$ cat config.mk
export PLATFORM = sky130hd
export DESIGN_NAME = bridge_key_monitor
export DESIGN_NICKNAME = d
export VERILOG_FILES = /design/src/rtl/bridge_key_pkg.sv /design/src/rtl/pwm_period_counter.sv /design/src/rtl/bridge_key_monitor.sv
export SDC_FILE = /design/constraint.sdc
export NUM_CORES = 1
export LEC_CHECK = 0
export CORE_ASPECT_RATIO = 0.6
export CORE_UTILIZATION = 60
export DETAILED_ROUTE_END_ITERATION = 8
export PLACE_DENSITY = 0.85
export SYNTH_ARGS = -nofsm -noshare
export SYNTH_HDL_FRONTEND = slang
export SYNTH_SLANG_ARGS = --single-unit
$ cat constraint.sdc
create_clock -name Clock -period 3.6 [get_ports Clock]
set_clock_uncertainty 0.1 [all_clocks]
set_input_delay 0.9 -clock Clock [delete_from_list [all_inputs] [get_ports Clock]]
set_output_delay 0.9 -clock Clock [all_outputs]
set_load 0.1 [all_outputs]
$ cat src/rtl/bridge_key_pkg.sv
// Shared types and key-pattern classification for the H-bridge key monitor.
package bridge_key_pkg;

  localparam logic [3:0] KEYS_FWD = 4'b1001;
  localparam logic [3:0] KEYS_REV = 4'b0110;

  typedef enum logic [1:0] {StIdle, StMeasure, StFault} state_e;

  typedef enum logic [1:0] {KeyOff, KeyFwd, KeyRev, KeyShoot} key_class_e;

  // Shoot-through on either leg dominates any other interpretation of the pattern.
  function automatic key_class_e classify_keys(input logic [3:0] keys);
    key_class_e cls;
    cls = KeyOff;
    if ((keys[3] & keys[2]) | (keys[1] & keys[0])) begin
      cls = KeyShoot;
    end else if (keys == KEYS_FWD) begin
      cls = KeyFwd;
    end else if (keys == KEYS_REV) begin
      cls = KeyRev;
    end
    return cls;
  endfunction

endpackage

$ cat src/rtl/pwm_period_counter.sv
// Period/high-time counters with saturation and capture registers for duty and period.
module pwm_period_counter #(
  parameter int unsigned CNT_W       = 16,
  parameter int unsigned TIMEOUT_CYC = 50000
) (
  input  logic             clk_i,
  input  logic             rst_ni,
  input  logic             clear_i,
  input  logic             load_i,
  input  logic             capture_i,
  input  logic             timeout_i,
  input  logic             count_i,
  input  logic             drive_i,
  output logic             at_limit_o,
  output logic [CNT_W-1:0] duty_o,
  output logic [CNT_W-1:0] period_o
);

  localparam logic [CNT_W-1:0] Limit = CNT_W'(TIMEOUT_CYC);
  localparam logic [CNT_W-1:0] One   = CNT_W'(1);

  logic [CNT_W-1:0] per_q, per_d;
  logic [CNT_W-1:0] hi_q, hi_d;
  logic [CNT_W-1:0] period_q, period_d;
  logic [CNT_W-1:0] duty_q, duty_d;

  always_comb begin
    per_d    = per_q;
    hi_d     = hi_q;
    period_d = period_q;
    duty_d   = duty_q;
    if (clear_i) begin
      per_d = '0;
      hi_d  = '0;
    end else if (load_i) begin
      if (capture_i) begin
        period_d = per_q;
        duty_d   = hi_q;
      end
      // The rising cycle itself is the first cycle of the new period.
      per_d = One;
      hi_d  = One;
    end else if (timeout_i) begin
      period_d = Limit;
      duty_d   = drive_i ? Limit : '0;
      per_d    = '0;
      hi_d     = '0;
    end else if (count_i) begin
      per_d = (per_q >= Limit) ? Limit : per_q + One;
      if (drive_i) begin
        hi_d = (hi_q >= Limit) ? Limit : hi_q + One;
      end
    end
  end

  always_ff @(posedge clk_i or negedge rst_ni) begin
    if (!rst_ni) begin
      per_q    <= '0;
      hi_q     <= '0;
      period_q <= '0;
      duty_q   <= '0;
    end else begin
      per_q    <= per_d;
      hi_q     <= hi_d;
      period_q <= period_d;
      duty_q   <= duty_d;
    end
  end

  assign at_limit_o = (per_q == Limit);
  assign duty_o     = duty_q;
  assign period_o   = period_q;

endmodule

$ cat src/rtl/bridge_key_monitor.sv
// Recovers PWM, direction, duty and period from H-bridge key gates; latches shoot-through.
module bridge_key_monitor
  import bridge_key_pkg::*;
#(
  parameter int unsigned CNT_W       = 16,
  parameter int unsigned TIMEOUT_CYC = 50000
) (
  input  logic             Clock,
  input  logic             nReset,
  input  logic [3:0]       signals,
  input  logic             fault_clear,
  output logic             pwm_out,
  output logic             direction_out,
  output logic [CNT_W-1:0] duty,
  output logic [CNT_W-1:0] period,
  output logic             meas_valid,
  output logic             stalled,
  output logic             fault
);

  logic [3:0] s_q;
  logic       drv_prev_q;
  state_e     state_q, state_d;
  logic       pwm_q, pwm_d;
  logic       dir_q, dir_d;
  logic       fault_q, fault_d;
  logic       meas_valid_q, meas_valid_d;
  logic       stalled_q, stalled_d;

  key_class_e key_cls;
  logic       shoot, drive, rise, at_limit;
  logic       cnt_clear, cnt_load, cnt_capture, cnt_timeout, cnt_count;

  assign key_cls = classify_keys(s_q);
  assign shoot   = (key_cls == KeyShoot);
  assign drive   = (key_cls == KeyFwd) || (key_cls == KeyRev);
  // FWD->REV without an OFF cycle keeps drive high, so it is not a new edge.
  assign rise    = drive & ~drv_prev_q;

  always_comb begin
    state_d      = state_q;
    meas_valid_d = 1'b0;
    stalled_d    = stalled_q;
    cnt_clear    = 1'b0;
    cnt_load     = 1'b0;
    cnt_capture  = 1'b0;
    cnt_timeout  = 1'b0;
    cnt_count    = 1'b0;
    if (shoot) begin
      state_d   = StFault;
      cnt_clear = 1'b1;
    end else begin
      case (state_q)
        StIdle: begin
          if (rise) begin
            state_d  = StMeasure;
            cnt_load = 1'b1;
          end
        end
        StMeasure: begin
          if (rise) begin
            cnt_load     = 1'b1;
            cnt_capture  = 1'b1;
            meas_valid_d = 1'b1;
            stalled_d    = 1'b0;
          end else if (at_limit) begin
            cnt_timeout  = 1'b1;
            meas_valid_d = 1'b1;
            stalled_d    = 1'b1;
            state_d      = StIdle;
          end else begin
            cnt_count = 1'b1;
          end
        end
        StFault: begin
          cnt_clear = 1'b1;
          if (fault_clear) begin
            state_d = StIdle;
          end
        end
        default: state_d = StIdle;
      endcase
    end

    dir_d = dir_q;
    if (key_cls == KeyFwd) begin
      dir_d = 1'b0;
    end else if (key_cls == KeyRev) begin
      dir_d = 1'b1;
    end
    pwm_d   = drive & (state_d != StFault);
    fault_d = (state_d == StFault);
  end

  always_ff @(posedge Clock or negedge nReset) begin
    if (!nReset) begin
      s_q          <= 4'b0000;
      drv_prev_q   <= 1'b0;
      state_q      <= StIdle;
      pwm_q        <= 1'b0;
      dir_q        <= 1'b0;
      fault_q      <= 1'b0;
      meas_valid_q <= 1'b0;
      stalled_q    <= 1'b0;
    end else begin
      s_q          <= signals;
      drv_prev_q   <= drive;
      state_q      <= state_d;
      pwm_q        <= pwm_d;
      dir_q        <= dir_d;
      fault_q      <= fault_d;
      meas_valid_q <= meas_valid_d;
      stalled_q    <= stalled_d;
    end
  end

  pwm_period_counter #(
    .CNT_W      (CNT_W),
    .TIMEOUT_CYC(TIMEOUT_CYC)
  ) u_counter (
    .clk_i     (Clock),
    .rst_ni    (nReset),
    .clear_i   (cnt_clear),
    .load_i    (cnt_load),
    .capture_i (cnt_capture),
    .timeout_i (cnt_timeout),
    .count_i   (cnt_count),
    .drive_i   (drive),
    .at_limit_o(at_limit),
    .duty_o    (duty),
    .period_o  (period)
  );

  assign pwm_out       = pwm_q;
  assign direction_out = dir_q;
  assign fault         = fault_q;
  assign meas_valid    = meas_valid_q;
  assign stalled       = stalled_q;

endmodule

== Word level (Yosys, flattened, before mapping) ==
Cells that the tools add are included.
Widths: inputs -> output; s select.
Word-level totals
  logic and storage cells: 95
  bits of input ports: 7
  output and inout bits: 37
  register bits after elaboration: 76
Operators by class
  reductions and logical operators: 11
  bitwise gates (word level): 8
  muxes and demuxes: 49
  add/subtract/negate cells: 2
  $lt $le $gt $ge: 2
  eq/ne operators: 11
Operators with widths (count)
  $mux 16: 18
  $add 16x1->16 const B: 2
  $ge 16x16->1 const B: 2
  $mux 1: 22
  $eq 16x16->1 const B: 1
  $mux 2: 8
  $eq 2x2->1 const B: 4
  $reduce_bool 4->1: 2
  $pmux 2 s3: 1
  $reduce_and 3->1: 2
  $reduce_bool 2->1: 3
  $and 1x1->1: 4
  $eq 2x1->1 const B: 2
  $eq 4x3->1 const B: 1
  $eq 4x4->1 const B: 1
  $not 1->1: 3
  $logic_not 2->1: 1
  $ne 2x1->1 const B: 1
  $ne 2x2->1 const B: 1
  $reduce_and 2->1: 1
  $reduce_or 2->1: 1
  $logic_or 1x1->1: 1
  $or 1x1->1: 1

== Depth between registers and ports, before layout ==
  depth after elaboration: 14
  depth in mapped cells: 8
  depth with buffers taken out: 7

== By module ==
Synthesis repeated with hierarchy kept, for this count alone.
Unflattened totals
  cells, all modules: 358
  area total of the unflattened synthesis: 3629.7 um^2
Modules (own cells, without submodules)
  pwm_period_counter: sequential area each 1601.5 um^2, cells an instance 321, area each 3148.0 um^2, times used 1
  bridge_key_monitor: sequential area each 300.3 um^2, cells an instance 37, area each 481.7 um^2, times used 1

== Worst setup path after synthesis ==
No wires, ideal clock.
  path type: flip-flop to flip-flop
  start: reg u_counter.per_q[13]
  end: reg u_counter.hi_q[1]
  path buffers: 1
  slack: 1378 ps
  clock period less this slack: 2222 ps
  data arrival time: 2001 ps
  library setup time: 121 ps
  data required time: 3379 ps
  cell stages (with the launch flop): 6
  cells stage by stage: dfrtp_1 -> or4_1 -> nor4_4 -> o32ai_2 -> clkbuf_1 -> a22o_1
On the way
  longest elaborated chain between the ends: 8
  elaborated cells on any way between the ends: 15
  those cells by class: eq/ne (1); mux (11); reduce/logical (3)
RTL lines
  start: declaration: line pwm_period_counter.sv:22  | logic [CNT_W-1:0] per_q, per_d;
  start signal: assignment: line pwm_period_counter.sv:63  | per_q <= per_d;
  $eq 16x16->1 *: line pwm_period_counter.sv:70  | assign at_limit_o = (per_q == Limit);
  $mux 1: line bridge_key_monitor.sv:66  | end else if (at_limit) begin
  $mux 1: line bridge_key_monitor.sv:61  | if (rise) begin
  $mux 1: line bridge_key_monitor.sv:53  | case (state_q)
  $mux 1: line bridge_key_monitor.sv:49  | if (shoot) begin
  $mux 16: line pwm_period_counter.sv:43  | end else if (timeout_i) begin
  $mux 16: line pwm_period_counter.sv:35  | end else if (load_i) begin
  $mux 16: line pwm_period_counter.sv:32  | if (clear_i) begin
  end signal: assignment: line pwm_period_counter.sv:64  | hi_q <= hi_d;
  end: declaration: line pwm_period_counter.sv:23  | logic [CNT_W-1:0] hi_q, hi_d;
Mark *: on every way between the ends. The rest lies on a longest branch, timed or not.
A chain may end at the register's enable or synchronous reset.

== Worst setup path in the final report ==
  start: reg s_q[1]
  end: reg u_counter.per_q[14]
On the way
  longest elaborated chain between the ends: 13
  elaborated cells on any way between the ends: 26
  those cells by class: eq/ne (5); mux (16); bitwise (3); reduce/logical (2)
RTL lines
  start: declaration: line bridge_key_monitor.sv:21  | logic [3:0] s_q;
  start signal: assignment: line bridge_key_monitor.sv:106  | s_q <= signals;
  $eq 4x3->1: line bridge_key_pkg.sv:19  | end else if (keys == KEYS_REV) begin
  $mux 2: line bridge_key_pkg.sv:19
  $mux 2: line bridge_key_pkg.sv:17  | end else if (keys == KEYS_FWD) begin
  $mux 2 *: line bridge_key_pkg.sv:15  | if ((keys[3] & keys[2]) | (keys[1] & keys[0])) begin
  $eq 2x1->1 or $eq 2x2->1 (tied branches): line bridge_key_monitor.sv:36  | assign drive = (key_cls == KeyFwd) || (key_cls == KeyRev);
  $logic_or 1x1->1: line bridge_key_monitor.sv:36
  $and 1x1->1: line bridge_key_monitor.sv:38  | assign rise = drive & ~drv_prev_q;
  $mux 1: line bridge_key_monitor.sv:61
  $mux 1: line bridge_key_monitor.sv:53
  $mux 1: line bridge_key_monitor.sv:49
  $mux 16: line pwm_period_counter.sv:43
  $mux 16: line pwm_period_counter.sv:35
  $mux 16: line pwm_period_counter.sv:32
Marks and branches as above.

==> results.yml <==
sta:
  hold_viol: 0
  fin_tns_setup_ns: 0
  rsz0062_at_grt: "no"
  setup_ws_ns: 0.989
  fin_crit_ns: 2.61
  slew_headroom_pct: 28.1
  drv_slew: 0
  fmax_mhz: 383
  post-route-period-util_pct: 72.5
  final-setup-viol-count: 0
  tightest_slew_ns: 1.07
run:
  maxCapViolations: 0
worst_setup_path:
  path_class: "reg -> reg"
  end_kind: "flip-flop"
  startpoint_type: "flip-flop"
  worst-path-max-fanout: 9
  worstPathArrival_ns: 2.80
  crit_required_ns: 3.79
clocking:
  cts_buffer_depth: 2
  htreeDepth: 3
  postCtsResizedCells: 0
  clock_sinks: 76
  cts_hold_buffers: 0
  cts-buffers-inserted: 9
  cts_setup_buffers: 0
  clkTransAtPathRegs_ns: 0.08
  clk_latency_ns: 0.35
  tritoncts: "yes"
  cts-root-buf: "clkbuf_8"
die:
  initial_core_util_pct: 63.2
  fp-row-count: 21
  die_width_um: 102
  dieArea_mm2: 0.00627
  die_y_um: 61.7
  ios: 44
  coreArea_mm2: 0.00565
power:
  swShare_pct: 24.2
  power.switching_uw: 476
  intPower_mw: 1.49
  power_mw: 1.96
  p_leak_nw: 1.91
  ir_drop_v: 0.000290
  p_clk_share_pct: 44.5
  p_comb_share_pct: 10.3
  power_density_mw_per_mm2: 460
  pwr-share-seq_pct: 45.2
place:
  dp_cells: 459
  dp_slack_ns: 1.10
  hpwl_um: 6000
  io_buffers: 43
  routabilityCongestion: 0.866
min_path:
  hold_class: "reg -> reg"
global_routing:
  met2_usage_pct: 42.4
  grt_pass1_wl_um: 14100
  busiest_layer: "met1"
  antenna_found_initial: 0
  met1_usage_pct: 47.4
  track_usage_pct: 30.7
  grtUsageMet3_pct: 8.17
  grt_max_degree: 44
  grt_pass1_vias: 2753
  grt_overflow: 0
outcome:
  outcome: "finished, final reports clean"
yosys:
  synthCells: 349
  yosysUniqueCellTypes: 49
  async_reset_ff_share_pct: 100
  synth_flop_cell: "dfrtp_1"
  yosysSeqAreaShare_pct: 53.3
  avgSynthCellArea_um2: 10.2
  synth_seq_cells: 76
  syn_nets: 360
  synth_top_area_share_pct: 53.3
  yosys-top-cells-area: "dfrtp_1, a22o_1, o21ai_0"
  synth_edf_count: 0
  synth_area_mm2: 0.00357
  ys_warn_count: 0
  synth_top_cell_by_area: "dfrtp_1"
layout:
  utilization_pct: 75.6
  n_antenna_cell: 0
  layout-drive-gt1-share_pct: 17.0
  fin_nets: 401
  fin_cells: 474
  syn2layout_area_growth_pct: 19.7
detailed_routing:
  routedWlPerCell_um: 18.3
  ant_nets: 0
  via_per_inst: 6.46
  vias: 3060
  routed_wl_um: 8690
  drt_iter0_drc: 420
  firstDrtPassIters: 5
  drc: 0
## critical path, cell delays in order (launching register included)
cell       delay (ns)
dfrtp_1          0.43
a22oi_1          0.51
nand2b_1         0.26
nor3_1           0.91
o2bb2ai_1        0.20
a22o_1           0.15
## cell families (layout without fill, tap and decap cells)
family          Yosys count  count (layout)  share of synthesized area, %
compound gates          116             116                          23.0
simple gates            112             112                          16.5
xor+xnor                  8               8                          1.96
buf+inv                  31              76                          3.33
fa+ha+maj                 4               4                          1.40
mux                       2               2                         0.561
flops                    76              76                          53.3
## power by group through the flow
stage | clock (mW) | combinational [mW] | sequential, mW
2_1_floorplan | 0 | 0.0652 | 0.973
3_3_place_gp | 0 | 0.199 | 0.902
3_5_place_dp | 0 | 0.202 | 0.903
4_1_cts | 0.877 | 0.202 | 0.886
5_1_grt | 0.921 | 0.216 | 0.890
6_report | 0.874 | 0.203 | 0.887
## through the flow
| step | hold WS, ns | cell area [um2] |
|---|---|---|
| 3_5_place_dp | 0.380 | 4000 |
| 2_1_floorplan | 0.374 | 3570 |
| 4_1_cts | 0.397 | 4270 |
| 5_1_grt | 0.426 | 4270 |
| 3_3_place_gp | 0.367 | 4000 |
| 6_report | 0.392 | 4270 |
## per-layer routing
metal / up-vias / wire length, um
met3: 11 / 776
met5: - / 0
met1: 1483 / 4320
li1: 1389 / -
met2: 177 / 3510
met4: 0 / 88
## flip-flops by register name (all words and copies together) (netlist names)
| register | flops |
|---|---|
| drv_prev_q | 1 |
| u_counter.per_q | 16 |
| fault | 1 |
| direction_out | 1 |
| s_q | 4 |
| u_counter.hi_q | 16 |
| pwm_out | 1 |
| u_counter.period_o | 16 |
| state_q | 2 |
| u_counter.duty_o | 16 |
| stalled | 1 |
| meas_valid | 1 |
## cell usage in the layout, fill, tap and decap left out, drive strengths merged, types with 5 or more instances in the layout
cell type      count
dfrtp             76
buf               44
o21ai             43
nand2             32
a22o              27
nor2              20
nand3             12
inv               12
nand4             11
clkbuf            11
xor2               7
nor3               7
o22a               6
and2               6
nand2b             5
o31ai              5
o211ai             5
clkdlybuf4s50      5
## synth_stat cells (3+ instances only)
cell       instances
o2111ai_1          4
inv_1             11
o21ai_0           41
and2_1             5
nand4_1           11
and3_1             4
a22o_1            27
dfrtp_1           76
nor3_1             7
xor2_1             7
o22a_1             6
o211ai_1           5
nand4bb_1          3
a21o_1             3
nand2_1           32
a31oi_1            4
o31ai_1            5
nor2_1            20
nand2b_1           5
a21oi_1            4
clkbuf_1          17
o311ai_1           3
nand3_1           12
ha_1               4
## final timing paths
path / depth (start not counted) / to / startpoint / slack [ns]
hold reg to reg: 2 / u_counter.duty_o[9]$_DFFE_PN0P_ / u_counter.duty_o[9]$_DFFE_PN0P_ / 0.39
setup reg to reg: 5 / u_counter.per_q[14]$_DFFE_PN0P_ / s_q[1]$_DFF_PN0_ / 0.99
hold / removal: 2 / u_counter.duty_o[9]$_DFFE_PN0P_ / u_counter.duty_o[9]$_DFFE_PN0P_ / 0.39
setup / recovery: 5 / u_counter.per_q[14]$_DFFE_PN0P_ / s_q[1]$_DFF_PN0_ / 0.99
max in group asynchronous: 2 / u_counter.hi_q[5]$_DFFE_PN0P_ / nReset / 2.20
min in group asynchronous: 1 / u_counter.per_q[14]$_DFFE_PN0P_ / nReset / 0.52
## layout make-up
type                       instances  area (um2)
clock buffer                      11         151
sequential                        76        1900
inverter                          12        45.0
timing repair buffer              49         390
tap                               80         100
multi-input combinational        242        1560
fill                             409        1380
clock inverter                     4         120
(Power assumes the default switching activity.)
